**src/rtl/spim_regacc_ctrl_pkg.sv**
```systemverilog
// Shared constants, state encoding and small helpers for the SPI register-access master.
package spim_regacc_ctrl_pkg;

    localparam logic [7:0] CMD_RD    = 8'h10;
    localparam logic [3:0] CMD_WR_HI = 4'h2;

    localparam int LEN_CMD   = 8;
    localparam int LEN_ADDR  = 32;
    localparam int LEN_WDATA = 32;
    localparam int LEN_DUMMY = 8;
    localparam int LEN_RDATA = 32;

    // Requester index width; sized for the largest supported NREQ of 4.
    localparam int IDX_W = 2;

    typedef enum logic [3:0] {
        ST_IDLE  = 4'd0,
        ST_SETUP = 4'd1,
        ST_CMD   = 4'd2,
        ST_ADDR  = 4'd3,
        ST_WDATA = 4'd4,
        ST_DUMMY = 4'd5,
        ST_RWAIT = 4'd6,
        ST_RDATA = 4'd7,
        ST_HOLD  = 4'd8,
        ST_GAP   = 4'd9,
        ST_DONE  = 4'd10
    } state_e;

    function automatic logic [7:0] cmd_byte(input logic wr, input logic [3:0] be);
        logic [7:0] c;
        c = wr ? {CMD_WR_HI, be} : CMD_RD;
        return c;
    endfunction

    function automatic logic [5:0] field_last(input state_e st);
        logic [5:0] n;
        unique case (st)
            ST_CMD:   n = 6'(LEN_CMD - 1);
            ST_ADDR:  n = 6'(LEN_ADDR - 1);
            ST_WDATA: n = 6'(LEN_WDATA - 1);
            ST_DUMMY: n = 6'(LEN_DUMMY - 1);
            ST_RDATA: n = 6'(LEN_RDATA - 1);
            default:  n = 6'(LEN_CMD - 1);
        endcase
        return n;
    endfunction

endpackage

```
**src/rtl/spim_rr_arb.sv**
```systemverilog
// Round-robin arbiter: search starts just after the last granted index; after reset index 0 wins first.
module spim_rr_arb
    import spim_regacc_ctrl_pkg::*;
#(
    parameter int NREQ = 2
) (
    input  logic             clk_i,
    input  logic             rst_ni,
    input  logic [NREQ-1:0]  req_i,
    input  logic             advance_i,
    output logic [NREQ-1:0]  grant_o,
    output logic [IDX_W-1:0] idx_o
);

    logic [IDX_W-1:0] last_q, last_d;
    logic             found;

    always_comb begin
        grant_o = '0;
        idx_o   = '0;
        found   = 1'b0;
        for (int k = 1; k <= NREQ; k++) begin
            for (int j = 0; j < NREQ; j++) begin
                if (!found && req_i[j] && (j == (int'(last_q) + k) % NREQ)) begin
                    found      = 1'b1;
                    grant_o[j] = 1'b1;
                    idx_o      = IDX_W'(j);
                end
            end
        end
    end

    assign last_d = (advance_i && found) ? idx_o : last_q;

    always_ff @(posedge clk_i or negedge rst_ni) begin
        if (!rst_ni) begin
            last_q <= IDX_W'(NREQ - 1);
        end else begin
            last_q <= last_d;
        end
    end

endmodule

```
**src/rtl/spim_regacc_ctrl.sv**
```systemverilog
// SPI register-access master: arbitrates NREQ requesters and serialises each grant into
// a cmd/addr/wdata/dummy (write) or cmd/addr/dummy/rdata (read) SPI frame.
module spim_regacc_ctrl
    import spim_regacc_ctrl_pkg::*;
#(
    parameter int NREQ  = 2,
    parameter int DIV_W = 8
) (
    input  logic               mclk,
    input  logic               reset_n,
    input  logic [DIV_W-1:0]   cfg_clk_div,
    input  logic [DIV_W-1:0]   cfg_rd_wait,
    input  logic [NREQ-1:0]    req_valid,
    input  logic [NREQ-1:0]    req_wr,
    input  logic [4*NREQ-1:0]  req_be,
    input  logic [32*NREQ-1:0] req_addr,
    input  logic [32*NREQ-1:0] req_wdata,
    output logic [NREQ-1:0]    req_ack,
    output logic [31:0]        rdata,
    output logic               busy,
    output logic               spi_clk,
    output logic               spi_sel_n,
    output logic               spi_din,
    input  logic               spi_dout
);

    state_e           state_q, state_d;
    logic [DIV_W-1:0] div_cnt_q, div_cnt_d;
    logic [DIV_W-1:0] wait_cnt_q, wait_cnt_d;
    logic             half_q, half_d;
    logic [5:0]       bit_cnt_q, bit_cnt_d;
    logic [IDX_W-1:0] gnt_idx_q, gnt_idx_d;
    logic [31:0]      rdata_q, rdata_d;

    logic [DIV_W-1:0] clk_div_q, clk_div_d;
    logic [DIV_W-1:0] rd_wait_q, rd_wait_d;
    logic             wr_q, wr_d;
    logic [31:0]      addr_q, addr_d;
    logic [31:0]      wdata_q, wdata_d;
    logic [31:0]      tx_q, tx_d;
    logic [31:0]      rx_q, rx_d;

    logic [NREQ-1:0]  arb_gnt;
    logic [IDX_W-1:0] arb_idx;
    logic             arb_adv;
    logic             timed;
    logic             tick;

    logic             sel_wr;
    logic [3:0]       sel_be;
    logic [31:0]      sel_addr;
    logic [31:0]      sel_wdata;

    assign arb_adv = (state_q == ST_IDLE) && (|req_valid);

    spim_rr_arb #(
        .NREQ(NREQ)
    ) u_arb (
        .clk_i    (mclk),
        .rst_ni   (reset_n),
        .req_i    (req_valid),
        .advance_i(arb_adv),
        .grant_o  (arb_gnt),
        .idx_o    (arb_idx)
    );

    always_comb begin
        sel_wr    = 1'b0;
        sel_be    = '0;
        sel_addr  = '0;
        sel_wdata = '0;
        for (int i = 0; i < NREQ; i++) begin
            if (arb_gnt[i]) begin
                sel_wr    = req_wr[i];
                sel_be    = req_be[4*i +: 4];
                sel_addr  = req_addr[32*i +: 32];
                sel_wdata = req_wdata[32*i +: 32];
            end
        end
    end

    // Half-period divider only runs while a frame is in its timed states.
    assign timed = (state_q != ST_IDLE) && (state_q != ST_DONE);
    assign tick  = timed && (div_cnt_q == clk_div_q);

    always_comb begin
        state_d    = state_q;
        div_cnt_d  = '0;
        wait_cnt_d = wait_cnt_q;
        half_d     = half_q;
        bit_cnt_d  = bit_cnt_q;
        gnt_idx_d  = gnt_idx_q;
        rdata_d    = rdata_q;
        clk_div_d  = clk_div_q;
        rd_wait_d  = rd_wait_q;
        wr_d       = wr_q;
        addr_d     = addr_q;
        wdata_d    = wdata_q;
        tx_d       = tx_q;
        rx_d       = rx_q;

        if (timed) begin
            div_cnt_d = tick ? '0 : div_cnt_q + 1'b1;
        end

        unique case (state_q)
            ST_IDLE: begin
                if (|req_valid) begin
                    state_d   = ST_SETUP;
                    gnt_idx_d = arb_idx;
                    clk_div_d = cfg_clk_div;
                    rd_wait_d = cfg_rd_wait;
                    wr_d      = sel_wr;
                    addr_d    = sel_addr;
                    wdata_d   = sel_wdata;
                    tx_d      = {cmd_byte(sel_wr, sel_be), 24'h0};
                    half_d    = 1'b0;
                    bit_cnt_d = '0;
                end
            end
            ST_SETUP: begin
                if (tick) state_d = ST_CMD;
            end
            ST_CMD, ST_ADDR, ST_WDATA, ST_DUMMY, ST_RDATA: begin
                if (tick) begin
                    half_d = ~half_q;
                    if (!half_q) begin
                        // This tick raises spi_clk: the slave's bit is sampled here.
                        if (state_q == ST_RDATA) rx_d = {rx_q[30:0], spi_dout};
                    end else if (bit_cnt_q == field_last(state_q)) begin
                        bit_cnt_d = '0;
                        unique case (state_q)
                            ST_CMD: begin
                                state_d = ST_ADDR;
                                tx_d    = addr_q;
                            end
                            ST_ADDR: begin
                                state_d = wr_q ? ST_WDATA : ST_DUMMY;
                                tx_d    = wr_q ? wdata_q : 32'h0;
                            end
                            ST_WDATA: begin
                                state_d = ST_DUMMY;
                                tx_d    = 32'h0;
                            end
                            ST_DUMMY: begin
                                wait_cnt_d = rd_wait_q;
                                if (wr_q)                 state_d = ST_HOLD;
                                else if (rd_wait_q == '0) state_d = ST_RDATA;
                                else                      state_d = ST_RWAIT;
                            end
                            default: state_d = ST_HOLD;
                        endcase
                    end else begin
                        bit_cnt_d = bit_cnt_q + 1'b1;
                        tx_d      = {tx_q[30:0], 1'b0};
                    end
                end
            end
            ST_RWAIT: begin
                if (tick) begin
                    wait_cnt_d = wait_cnt_q - 1'b1;
                    if (wait_cnt_q == DIV_W'(1)) state_d = ST_RDATA;
                end
            end
            ST_HOLD: begin
                if (tick) state_d = ST_GAP;
            end
            ST_GAP: begin
                if (tick) begin
                    state_d = ST_DONE;
                    if (!wr_q) rdata_d = rx_q;
                end
            end
            ST_DONE: begin
                state_d = ST_IDLE;
            end
            default: state_d = ST_IDLE;
        endcase
    end

    always_ff @(posedge mclk or negedge reset_n) begin
        if (!reset_n) begin
            state_q    <= ST_IDLE;
            div_cnt_q  <= '0;
            wait_cnt_q <= '0;
            half_q     <= 1'b0;
            bit_cnt_q  <= '0;
            gnt_idx_q  <= '0;
            rdata_q    <= '0;
        end else begin
            state_q    <= state_d;
            div_cnt_q  <= div_cnt_d;
            wait_cnt_q <= wait_cnt_d;
            half_q     <= half_d;
            bit_cnt_q  <= bit_cnt_d;
            gnt_idx_q  <= gnt_idx_d;
            rdata_q    <= rdata_d;
        end
    end

    always_ff @(posedge mclk) begin
        clk_div_q <= clk_div_d;
        rd_wait_q <= rd_wait_d;
        wr_q      <= wr_d;
        addr_q    <= addr_d;
        wdata_q   <= wdata_d;
        tx_q      <= tx_d;
        rx_q      <= rx_d;
    end

    always_comb begin
        spi_clk   = 1'b1;
        spi_sel_n = 1'b1;
        spi_din   = 1'b1;
        unique case (state_q)
            ST_SETUP, ST_RWAIT, ST_HOLD: begin
                spi_sel_n = 1'b0;
                spi_din   = tx_q[31];
            end
            ST_CMD, ST_ADDR, ST_WDATA, ST_DUMMY, ST_RDATA: begin
                spi_sel_n = 1'b0;
                spi_clk   = half_q;
                spi_din   = tx_q[31];
            end
            default: ;
        endcase
    end

    always_comb begin
        req_ack = '0;
        for (int i = 0; i < NREQ; i++) begin
            req_ack[i] = (state_q == ST_DONE) && (gnt_idx_q == IDX_W'(i));
        end
    end

    assign busy  = (state_q != ST_IDLE);
    assign rdata = rdata_q;

endmodule

```
**config.mk**
```make
export PLATFORM = sky130hd
export DESIGN_NAME = spim_regacc_ctrl
export DESIGN_NICKNAME = d
export VERILOG_FILES = /design/src/rtl/spim_regacc_ctrl_pkg.sv /design/src/rtl/spim_rr_arb.sv /design/src/rtl/spim_regacc_ctrl.sv
export SDC_FILE = /design/constraint.sdc
export NUM_CORES = 1
export LEC_CHECK = 0
export BUFFER_PORTS_ARGS = -buffer_cell sky130_fd_sc_hd__buf_2
export CORE_ASPECT_RATIO = 1.75
export CORE_UTILIZATION = 55
export CTS_CLUSTER_SIZE = 8
export DETAILED_ROUTE_END_ITERATION = 8
export GPL_TIMING_DRIVEN = 0
export PLACE_DENSITY_LB_ADDON = 0.08
export RECOVER_POWER = 100
export SLEW_MARGIN = 20
export SYNTH_ARGS = -nofsm -noshare
export SYNTH_HDL_FRONTEND = slang
export SYNTH_SLANG_ARGS = --single-unit
```
**constraint.sdc**
```tcl
create_clock -name mclk -period 13.32 [get_ports mclk]
set_input_delay 0.666 -clock mclk [delete_from_list [all_inputs] [get_ports mclk]]
set_output_delay 0.666 -clock mclk [all_outputs]
set_load 0.005 [all_outputs]
```
# Word level (Yosys, flattened, before mapping)
# Cells that the tools add are included.
[word_totals]
word_cells = 151
ff_bits = 206
[op_classes]
n_eq_ne = 28
bitwise_logic = 4
reduce_logical = 36
n_mux = 63
add_sub_neg = 5
[op_table]
columns = ["op", "count"]
rows = [
  ["32-bit 2-to-1 mux", 9],
  ["32-bit case mux with 3 select lines", 1],
  ["32-bit zero test", 2],
  ["32-bit case mux with 2 select lines", 1],
  ["8-bit 2-to-1 mux", 7],
  ["4-bit 2-to-1 mux", 12],
  ["6-bit 2-to-1 mux", 8],
  ["4-bit case mux with 6 select lines", 1],
  ["1-bit 2-to-1 mux", 19],
  ["2-bit inequality test (second input constant)", 9],
  ["4-bit by 3-bit equality test with 1-bit output (second input constant)", 4],
  ["4-bit case mux with 4 select lines", 1],
  ["8-bit case mux with 2 select lines", 1],
  ["1-bit logical AND", 13],
  ["4-bit equality test (second input constant)", 3],
  ["6-bit case mux with 2 select lines", 1],
  ["9-bit AND reduction", 1],
  ["8-bit by 1-bit adder with 8-bit output (second input constant)", 1],
  ["4-bit by 2-bit equality test with 1-bit output (second input constant)", 2],
  ["8-bit by 1-bit equality test with 1-bit output (second input constant)", 1],
  ["8-bit equality test", 1],
  ["8-bit zero test", 1],
  ["4-bit AND reduction", 2],
  ["8-bit OR reduction", 1],
  ["26 further kinds", 34],
]

# Depth between registers and ports, before layout
# Gate-level depths: netlist (run 1).
[depth]
word_depth = 21
ltp_mapped = 8

# Hierarchy
# A second synthesis (run 1) with hierarchy kept.
[unflattened]
cells_unflattened = 657
hier_area_um2 = 8864.8
[modules_own_cells]
columns = ["module", "cells_each", "area_per_inst_um2", "seq_area_each_um2", "n_inst"]
rows = [
  ["spim_regacc_ctrl", 648, 8789.7, 5880.6, 1],
  ["spim_rr_arb", 9, 75.1, 26.3, 1],
]

# Worst setup path before layout (run 1)
# No wires, ideal clock.
[synth_path]
path_kind = "flip-flop to flip-flop"
startpoint = "register state_q[0]"
endpoint = "register tx_q[0] (enable)"
arrival_ns = 4.829
slack_ns = 8.050
path_buffers = 1
path_stages_with_launch = 7
required_ns = 12.879
cell_sequence = "dfrtp_1 > buf_4 > nor4_4 > o21ai_1 > inv_1 > nor2_1 > a31oi_1"
[synth_via]
elab_chain_cells = 9
word_cells_on_any_way = 23
[synth_rtl]
columns = ["item", "line_no", "text"]
rows = [
  ["start, declared", "spim_regacc_ctrl.sv:27", "state_e state_q, state_d;"],
  ["start signal, assigned", "spim_regacc_ctrl.sv:191", "state_q <= state_d;"],
  ["4-bit by 3-bit equality test with 1-bit output (tied with other cells)", "spim_regacc_ctrl_pkg.sv:38, spim_regacc_ctrl.sv:106", ""],
  ["3-bit OR reduction (no source line)", "--", ""],
  ["5-bit 2-to-1 mux", "spim_regacc_ctrl_pkg.sv:38", "unique case (st)"],
  ["6-bit 2-to-1 mux", "spim_regacc_ctrl.sv:127", "if (!half_q) begin"],
  ["6-bit 2-to-1 mux", "spim_regacc_ctrl.sv:125", "if (tick) begin"],
  ["6-bit 2-to-1 mux", "spim_regacc_ctrl.sv:106", "unique case (state_q)"],
  ["6-bit equality test", "spim_regacc_ctrl.sv:130", "end else if (bit_cnt_q == field_last(state_q)) begin"],
  ["5-bit inequality test (no source line)", "--", ""],
  ["5-bit AND reduction (no source line) (*)", "--", ""],
  ["end signal, assigned", "spim_regacc_ctrl.sv:207", "tx_q <= tx_d;"],
  ["end, declared", "spim_regacc_ctrl.sv:40", "logic [31:0] tx_q, tx_d;"],
]
# Every way passes the cells marked *; elsewhere a longest branch is shown, timed or not. The select of a mux whose other input is x is not followed.
# A chain may end at the register's enable or synchronous reset.

# Worst setup path in the final report (run 1)
[layout_path]
startpoint = "register state_q[0]"
endpoint = "register wdata_q[3] (enable)"
[layout_via]
elab_chain_cells = 2
[layout_rtl]
columns = ["item", "line_no", "text"]
rows = [
  ["4-bit zero test", "spim_regacc_ctrl.sv:106", ""],
  ["2-bit AND reduction (no source line)", "--", ""],
  ["end signal, assigned", "spim_regacc_ctrl.sv:206", "wdata_q <= wdata_d;"],
  ["end, declared", "spim_regacc_ctrl.sv:39", "logic [31:0] wdata_q, wdata_d;"],
]
# Every way passes these cells.

==> results of run 1 <==
[critical path, delay by kind of cell, from the launching register on]
family                 cells  cell delay [ns]
AOI/OAI and AO/OA          1             0.71
buffers and inverters      3             3.40
DFF                        1             0.44
and+or+nand+nor            1             1.07
[state kept, by name, indices dropped and copies added, names as in the netlist, 6 cells and up]
name,cells
clk_div_q,8
bit_cnt_q,6
wait_cnt_q,8
wdata_q,32
rx_q,32
rd_wait_q,8
addr_q,32
div_cnt_q,8
tx_q,32
rdata,32
[power breakdown]
group | internal (mW) | switching, mW | leakage [nW]
Combinational | 0.187 | 0.327 | 1.99
Clock | 0.411 | 0.259 | 0.396
Sequential | 0.876 | 0.0605 | 2.19
Total | 1.47 | 0.646 | 4.57
[through the flow]
| step | cells | hold slack, ns | util, % | worst slack (ns) |
|---|---|---|---|---|
| after detailed placement | 1073 | 0.4402 | 64.32 | 10.19 |
| after global routing | 1127 | 0.2933 | 67.51 | 6.674 |
| final | 1127 | 0.3061 | 67.51 | 7.211 |
| after CTS | 1127 | 0.01185 | 69.42 | 10.04 |
| after global placement | 1068 | 0.4362 | 63.55 | 6.365 |
| after floorplan | 648 | 0.3704 | - | 8.050 |
[cell type report]
class / count / area share [%]
Clock buffer: 53 / 7.474
Timing Repair Buffer: 201 / 8.878
Sequential cell: 206 / 53.23
Tap cell: 224 / 2.537
Clock inverter: 1 / 0.07927
Multi-Input combinational cell: 388 / 25.85
Inverter: 10 / 0.3510
Buffer: 44 / 1.597
[layout by cell type, fill, tap and decap left out, types with 12 or more instances in the layout]
cell type,count
a211oi_1,31
a21oi_1,12
a22o_1,74
a22oi_1,31
buf_2,187
clkbuf_1,78
clkbuf_16,29
dfrtp_1,60
edfxtp_1,145
mux2_1,27
nand2_1,16
nor2_1,54
[path summary, 6_finish.rpt]
kind                                           to              startpoint  cells past startpoint
setup / recovery             wdata_q[3]$_DFFE_PP_  state_q[0]$_DFFE_PN0P_                      5
hold / removal                  rx_q[0]$_DFFE_PP_                spi_dout                      1
setup reg to reg             wdata_q[3]$_DFFE_PP_  state_q[0]$_DFFE_PN0P_                      5
hold reg to reg                rx_q[25]$_DFFE_PP_      rx_q[24]$_DFFE_PP_                      0
max in group asynchronous    rdata[7]$_DFFE_PN0P_                 reset_n                      2
min in group asynchronous  state_q[2]$_DFFE_PN0P_                 reset_n                      1
[layer usage]
layer	vias up	part of all wire, %	track usage (%)
met4	2	5.0	12.99
met1	3049	36	25.98
met5	-	0.063	0
met3	65	4.7	3.274
li1	3025	-	-
met2	262	55	45.83
[cell families (layout without fill, tap and decap cells)]
| family | count (synthesis) | count (layout) |
|---|---|---|
| flops | 206 | 206 |
| compound gates | 200 | 200 |
| simple gates | 127 | 127 |
| buf+inv | 54 | 309 |
| mux | 42 | 42 |
| xor+xnor | 15 | 15 |
| fa+ha+maj | 4 | 4 |
==> flow_metrics.tcl, run 1 <==
set metrics [dict create \
    syn-cell-area_um2 9141 \
    path_clk_slew_ns 0.06 \
    cp_max_fo 64 \
    critPathArrivalTime_ns 6.17 \
    grt_usage_pct 24.45 \
    timing.final.crit_share_pct 45.87 \
    status "finished, violations left" \
    setup_viol 0 \
    synthSimpleGateAreaFrac_pct 7.063 \
    synth_most_common_cell "edfxtp_1" \
    slew_headroom_pct -112.9 \
    dr_total_vias 6403 \
    synthCells 648 \
    fin_skew_ns 0.02099 \
    worst-r2r-setup-slack_ns 7.21 \
    drive_gt1_share_pct 25.80 \
    postCtsSetupBuffers 0 \
    clock_latency_ns 0.53 \
    port_buffers 196 \
    avgSynthCellArea_um2 14.11 \
    die-area_um2 17160 \
    grt_max_degree 65 \
    vias_per_cell 5.681 \
    slowest_stage "clkbuf_1" \
    initial_core_util_pct 55.85 \
    tightest_slew_ns 3.193 \
    ir_drop_mv 0.1283 \
    regArea_um2 5882 \
    ios 197 \
    power.total_mw 2.120 \
    cts_buffers 29 \
    die_y_um 172.5 \
    cp_slowest_stage_delay_ns 2.31 \
    dp_hpwl_mm 14.92 \
    place_area_um2 10530 \
    synth_edf_count 145 \
    synth_ff_type "edfxtp_1" \
    drv_cap 3 \
    clock-sinks 206 \
    clockBufferDepth 3 \
    drc 0 \
    cts-root-buf "clkbuf_16" \
    place_congestion 0.8607 \
    drv_slew 108 \
    ys_ff_latch 206 \
    synth.top_cells.by_area "edfxtp_1 48%, dfrtp_1 16%, a22o_1 7.1%" \
    totalWireLength_mm 20.55 \
    synth_top_area_share_pct 47.63 \
    cp.required_ns 13.38 \
    clock.fmax_mhz 163.7 \
    holdBufCountCts 0 \
    rsz0062_at_grt "false" \
    min_period_ns 6.109 \
    htree_levels 1 \
    cts_tree "yes" \
    power_leakage_nw 4.568 \
    synth_xor_area_share_pct 1.437 \
    synth_compound_area_share_pct 17.56 \
    muxShareOfSynthArea_pct 6.324 \
    power.density_nw_per_um2 191.9 \
    synthTopCellsByCount "145 x edfxtp_1, 74 x a22o_1, 60 x dfrtp_1" \
    synth_nets 811 \
    grt_pass1_wl_mm 33.17 \
    row_count 62 \
    crit_type "flop to flop" \
    nFillCells 1276 \
    core-area_um2 16370 \
    grt-ovfl-total 0 \
    multi_input_area_um2 2856 \
    antenna_found_initial 1 \
    synthAdderAreaFrac_pct 0.5475 \
    die_w_um 99.46 \
    worstPathCellList "clkbuf_1 > nor4_1 > o21ai_0 > clkinvlp_2 > clkbuf_1" \
    grt_pass1_vias 6665 \
    crit_path_frequent_cell "clkbuf_1" \
    violations "capacitance limit, slew limit" \
    yosys.area.top_type "edfxtp_1" \
    worstSetupStartpointType "flop" \
    hold_class "primary input to flop" \
    dr.pass1.iters 6 \
    fin_tns_setup_ns 0 \
    yosys_warnings 0 \
    cp-end-kind "flop" \
    nets 1043 \
    drt_iter0_drc 303 \
    ys_types 68 \
    final_area_um2 11050 \
    postCtsResizedCells 0 \
    n_antenna_cell 0 \
    syn_to_final_growth_pct 20.87 \
    wl_per_cell_um 18.23 \
    synth_top_family_by_area "compound AO/OA/AOI/OAI gates" \
    synth-seq-area-share_pct 64.34 \
    postSynth.asyncResetShare_pct 29.61 \
    hold_viol 0 \
    drtAntennaViolNets 0 \
]
No activity file was read; power rests on OpenSTA's default activity.
==> run 2, diff against run 1 <==
==> constraint.sdc (replaced) <==
create_clock -name mclk -period 5.75 [get_ports mclk]
set_input_delay 0.2875 -clock mclk [delete_from_list [all_inputs] [get_ports mclk]]
set_output_delay 0.2875 -clock mclk [all_outputs]
set_load 0.005 [all_outputs]
==> run 2 against run 1 <==
The flow still finishes with violations (capacitance limit, slew limit). Critical endpoint is now tx_q[16]$_SDFFCE_PP0P_. Via count increased by 1.4%. Total power increased by 130%. Fmax increased by 50%. First-iteration DRC count increased by 11%. Largest power group unchanged.
==> flow_metrics.tcl, run 2 (same netlist as run 1, synthesis figures left out) <==
set metrics [dict create \
    port_buffers 196 \
    dr.pass1.iters 4 \
    hold_viol 0 \
    drv_slew 43 \
    r2r_cells 7 \
    vias_per_cell 5.664 \
    internal-power_mw 3.437 \
    power_frac_comb_pct 25.2 \
    grt-ovfl-total 0 \
    htree_levels 1 \
    syn_to_final_growth_pct 23.65 \
    worstPathCellList "clkbuf_1 > nor4_1 > o21ai_0 > inv_4 > nor2_1 > a31oi_4 > buf_16" \
    mostFrequentLayoutCell "buf_2" \
    pwr-share-seq_pct 43.4 \
    power.density_nw_per_um2 438.0 \
    slew_headroom_pct -59.18 \
    crit_type "flop to flop" \
    grt_usage_pct 24.83 \
    violations "capacitance limit, slew limit" \
    place_inst 1073 \
    nFillCells 1250 \
    cp.required_ns 5.98 \
    drt_iter0_drc 337 \
    clock_latency_ns 0.53 \
    antenna_found_initial 0 \
    cts-root-buf "clkbuf_16" \
    multi_input_area_um2 2872 \
    fin_skew_ns 0.02209 \
    slowest_stage "nor4_1" \
    nets 1062 \
    status "finished, violations left" \
    path_clk_slew_ns 0.05 \
    totalWireLength_mm 20.84 \
    grt_max_degree 65 \
    p_sw_share_pct 30.57 \
    drtAntennaViolNets 0 \
    whs_ns 0.04301 \
    holdBufCountCts 19 \
    cp-end-kind "flop" \
    row_count 62 \
    mostFrequentLayoutCells "184 x buf_2, 145 x edfxtp_1, 78 x clkbuf_1" \
    cp_slowest_stage_delay_ns 1.01 \
    clock.fmax_mhz 245.3 \
    dr_total_vias 6491 \
    r2r_start "state_q[2]$_DFFE_PN0P_" \
    tightest_slew_ns 2.388 \
    die_w_um 99.46 \
    postCtsResizedCells 0 \
    postCtsSetupBuffers 0 \
    worstSetupStartpointType "flop" \
    ir_drop_mv 0.2998 \
    die_y_um 172.5 \
    power_frac_clock_pct 31.4 \
    core-area_um2 16370 \
    utilization_pct 69.06 \
    stdcell_count 1146 \
    whs_path_depth 2 \
    rsz0062_at_grt "false" \
    place_area_um2 10530 \
    worst-r2r-setup-slack_ns 1.67 \
    clockBufferDepth 3 \
    drv_cap 2 \
    power_leakage_nw 4.668 \
    r2r_end "tx_q[16]$_SDFFCE_PP0P_" \
    cp_max_fo 23 \
    die-area_um2 17160 \
    n_antenna_cell 0 \
    min_from "req_wdata[46]" \
    initial_core_util_pct 55.85 \
    power.total_mw 4.951 \
    final_area_um2 11300 \
    critPathArrivalTime_ns 4.30 \
    clock-sinks 206 \
    timing.final.crit_share_pct 70.89 \
    hold_path_end "wdata_q[14]$_DFFE_PP_" \
    switching_power_mw 1.513 \
    drc 0 \
    min_period_ns 4.076 \
    ios 197 \
    wl_per_cell_um 18.18 \
    drive_gt1_share_pct 25.38 \
    regArea_um2 5882 \
    grt_pass1_wl_mm 33.67 \
    hold_class "primary input to flop" \
    grt_pass1_vias 6739 \
    cts_tree "yes" \
    place_congestion 0.8607 \
    dp_hpwl_mm 14.92 \
    crit_start "state_q[2]$_DFFE_PN0P_" \
    setup_viol 0 \
    cts_buffers 29 \
]
## run 2: changes by cell type in the layout (fill, tap and decap cells not counted)
cell / before / now
a31oi_4: 0 / 1
buf_16: 0 / 2
o21ai_1: 3 / 2
a31oi_1: 4 / 3
buf_2: 187 / 184
o21ai_0: 11 / 12
clkinvlp_2: 1 / 0
dlygate4sd3_1: 0 / 19
inv_4: 0 / 1
buf_4: 1 / 2
## run 2: area by class of cell
type                            count  share of cell area (%)
Clock inverter                      1                 0.07749
Sequential cell                   206                   52.04
Buffer                             44                   1.572
Inverter                           10                  0.3542
Tap cell                          224                   2.480
Multi-Input combinational cell    388                   25.40
Clock buffer                       53                   7.306
Timing Repair Buffer              220                   10.77
## run 2: metal layers
metal,global-route usage [%],vias to the layer above,share of wire [%]
li1,-,3066,-
met1,26.45,3098,36
met2,46.73,261,55
met3,3.112,66,4.7
met4,12.99,0,5.1
met5,0,-,0
## run 2: how the worst max path moves through the flow
stage	depth (start not counted)	slack, ns	end
final	7	1.67	tx_q[16]$_SDFFCE_PP0P_
after global routing	7	1.35	tx_q[5]$_SDFFCE_PP0P_
after CTS	7	2.62	tx_q[5]$_SDFFCE_PP0P_
after detailed placement	7	2.62	tx_q[11]$_SDFFCE_PP0P_
after global placement	6	-1.21	tx_q[12]$_SDFFCE_PP0P_
after floorplan	6	0.48	tx_q[0]$_SDFFCE_PN0P_
## run 2: through the flow
step           worst slack [ns]  setup TNS, ns
2_1_floorplan            0.4805              0
3_3_place_gp             -1.205         -41.06
3_5_place_dp              2.619              0
4_1_cts                   2.622              0
5_1_grt                   1.347              0
6_report                  1.674              0
## run 2: power by group through the flow
| stage | Clock [mW] | Sequential (mW) | Combinational (mW) |
|---|---|---|---|
| global route | 1.64 | 2.18 | 1.37 |
| global placement | 0 | 2.19 | 1.18 |
| finish | 1.55 | 2.15 | 1.25 |
| detailed placement | 0 | 2.18 | 1.27 |
| CTS | 1.58 | 2.15 | 1.29 |
| floorplan | 0 | 2.14 | 0.861 |
## run 2: worst max-delay path, delay by kind of cell (launching register included)
kind	cells	cell delay (ns)
flip-flops	1	0.42
AO/OA/AOI/OAI	2	1.19
buffers and inverters	3	0.95
AND/OR/NAND/NOR	2	1.18
==> run 3, diff against run 2 <==
--- a/config.mk
+++ b/config.mk
@@ -7,7 +7,7 @@
 export LEC_CHECK = 0
 export BUFFER_PORTS_ARGS = -buffer_cell sky130_fd_sc_hd__buf_2
 export CORE_ASPECT_RATIO = 1.75
-export CORE_UTILIZATION = 55
+export CORE_UTILIZATION = 49
 export CTS_CLUSTER_SIZE = 8
 export DETAILED_ROUTE_END_ITERATION = 8
 export GPL_TIMING_DRIVEN = 0
==> constraint.sdc (replaced) <==
create_clock -name mclk -period 3.4 [get_ports mclk]
set_input_delay 0.17 -clock mclk [delete_from_list [all_inputs] [get_ports mclk]]
set_output_delay 0.17 -clock mclk [all_outputs]
set_load 0.005 [all_outputs]
==> run 3 against run 2 <==
The run now ends clean. Register-to-register slack got worse by 1.5 ns. Fmax grew 27%. Clock-buffer cell count did not move. Non-clock buffer count grew 132. Die area rose by 12%. Critical path type unchanged. Highest routed layer unchanged.
==> flow_metrics.tcl, run 3 (same netlist as run 1, synthesis figures left out) <==
set metrics [dict create \
    cp.required_ns 3.78 \
    worst_slack_ns 0.1952 \
    syn_to_final_growth_pct 38.38 \
    cts_buffers 29 \
    drt_iter0_drc 300 \
    clock_latency_ns 0.52 \
    core-area_um2 18140 \
    place_ws_ns 0.1998 \
    dr.pass1.iters 5 \
    drv_slew 0 \
    antenna_found_initial 0 \
    path_clk_slew_ns 0.06 \
    cts-root-buf "clkbuf_16" \
    cp_max_fo 10 \
    rsz0062_at_grt "false" \
    place_area_um2 10560 \
    top_layer "met4" \
    critPathArrivalTime_ns 3.59 \
    power_leakage_nw 5.276 \
    fin_skew_ns 0.01249 \
    mostFrequentLayoutCell "buf_2" \
    htree_levels 1 \
    grt_max_degree 56 \
    hold_path_end "wr_q$_DFFE_PP_" \
    tightest_slew_ns 1.428 \
    cp-end-kind "flop" \
    die_w_um 105.3 \
    grt_pass1_wl_mm 37.65 \
    drive_gt1_share_pct 22.98 \
    dr_total_vias 7120 \
    timing.final.crit_share_pct 94.26 \
    totalWireLength_mm 23.22 \
    fin_tns_setup_ns 0 \
    min_period_ns 3.205 \
    die-area_um2 19230 \
    wl_met1_mm 8.313 \
    vias_per_cell 5.532 \
    mostFrequentLayoutCells "184 x buf_2, 150 x dlygate4sd3_1, 145 x edfxtp_1" \
    ir_drop_mv 0.5020 \
    n_antenna_cell 0 \
    nFillCells 1253 \
    ios 197 \
    drtAntennaViolNets 0 \
    final_area_um2 12650 \
    worst-r2r-setup-slack_ns 0.20 \
    place_congestion 0.8974 \
    grt_pass1_vias 7785 \
    drv_cap 0 \
    met2_length_mm 12.79 \
    hold_class "primary input to flop" \
    r2r_end "wdata_q[19]$_DFFE_PP_" \
    port_buffers 196 \
    routed-wl-met3_mm 1.131 \
    status "complete, no violations" \
    hold_viol 0 \
    r2r_start "u_arb.last_q[0]$_DFFE_PN1P_" \
    grt-ovfl-total 0 \
    wl_per_cell_um 18.05 \
    clock.fmax_mhz 312.0 \
    clockBufferDepth 3 \
    crit_type "flop to flop" \
    power.total_mw 8.603 \
    r2r_cells 6 \
    clock-sinks 206 \
    setup_viol 0 \
    initial_core_util_pct 50.40 \
    grt_usage_pct 24.70 \
    whs_ns 0.05722 \
    drc 0 \
    nets 1194 \
    slew_headroom_pct 4.772 \
    die_y_um 182.7 \
    dp_hpwl_mm 14.88 \
    min_from "req_wr[1]" \
    worstSetupStartpointType "flop" \
    power.density_nw_per_um2 680.1 \
    cts_tree "yes" \
    row_count 65 \
    whs_path_depth 3 \
]
## run 3: per-layer routing
layer	track usage, %	up-vias
met5	0	-
met4	12.90	0
met3	3.893	71
met2	47.24	280
met1	25.38	3438
li1	-	3331
## run 3: what timing repair did
action	CTS	global route
hold endpoints to repair	143	0
hold buffers	150	0
setup buffers	0	0
resized for setup	0	0
## run 3: worst max-delay path by stage
stage | from | endpoint | slack [ns] | depth (start not counted)
floorplan | state_q[0]$_DFFE_PN0P_ | tx_q[0]$_SDFFCE_PN0P_ | 0.04 | 6
global placement | div_cnt_q[0]$_DFF_PN0_ | rx_q[24]$_DFFE_PP_ | -0.94 | 4
detailed placement | state_q[0]$_DFFE_PN0P_ | tx_q[13]$_SDFFCE_PP0P_ | 0.20 | 6
CTS | state_q[0]$_DFFE_PN0P_ | tx_q[15]$_SDFFCE_PP0P_ | 0.19 | 6
global route | div_cnt_q[2]$_DFF_PN0_ | rx_q[22]$_DFFE_PP_ | 0.03 | 7
finish | u_arb.last_q[0]$_DFFE_PN1P_ | wdata_q[19]$_DFFE_PP_ | 0.20 | 6
## run 3: area by class of cell
class / instances / area (um2) / area share, %
Clock buffer: 53 / 825.8 / 6.528
Multi-Input combinational cell: 388 / 2920 / 23.09
Buffer: 44 / 185.2 / 1.464
Tap cell: 234 / 292.8 / 2.315
Inverter: 10 / 41.29 / 0.3264
Timing Repair Buffer: 352 / 2502 / 19.78
Sequential cell: 206 / 5882 / 46.50
## run 3: metrics by stage
step	cells	utilization, %
final	1287	69.75
after global routing	1287	69.75
after CTS	1287	71.06
after detailed placement	1084	58.23
after global placement	1078	57.59
after floorplan	648	-
## run 3: report_power, final
part	switching [mW]	total, mW	leakage, nW	internal [mW]
Sequential	0.239	3.64	2.19	3.40
Clock	0.996	2.60	0.392	1.61
Combinational	1.35	2.36	2.70	1.01
## run 3: critical path, cell delays in order, from the launching register on
cell,delay [ns]
dfstp_1,0.56
inv_1,0.06
a21boi_1,0.57
clkbuf_1,0.51
clkbuf_1,0.54
a22o_1,0.26
dlygate4sd3_1,0.56
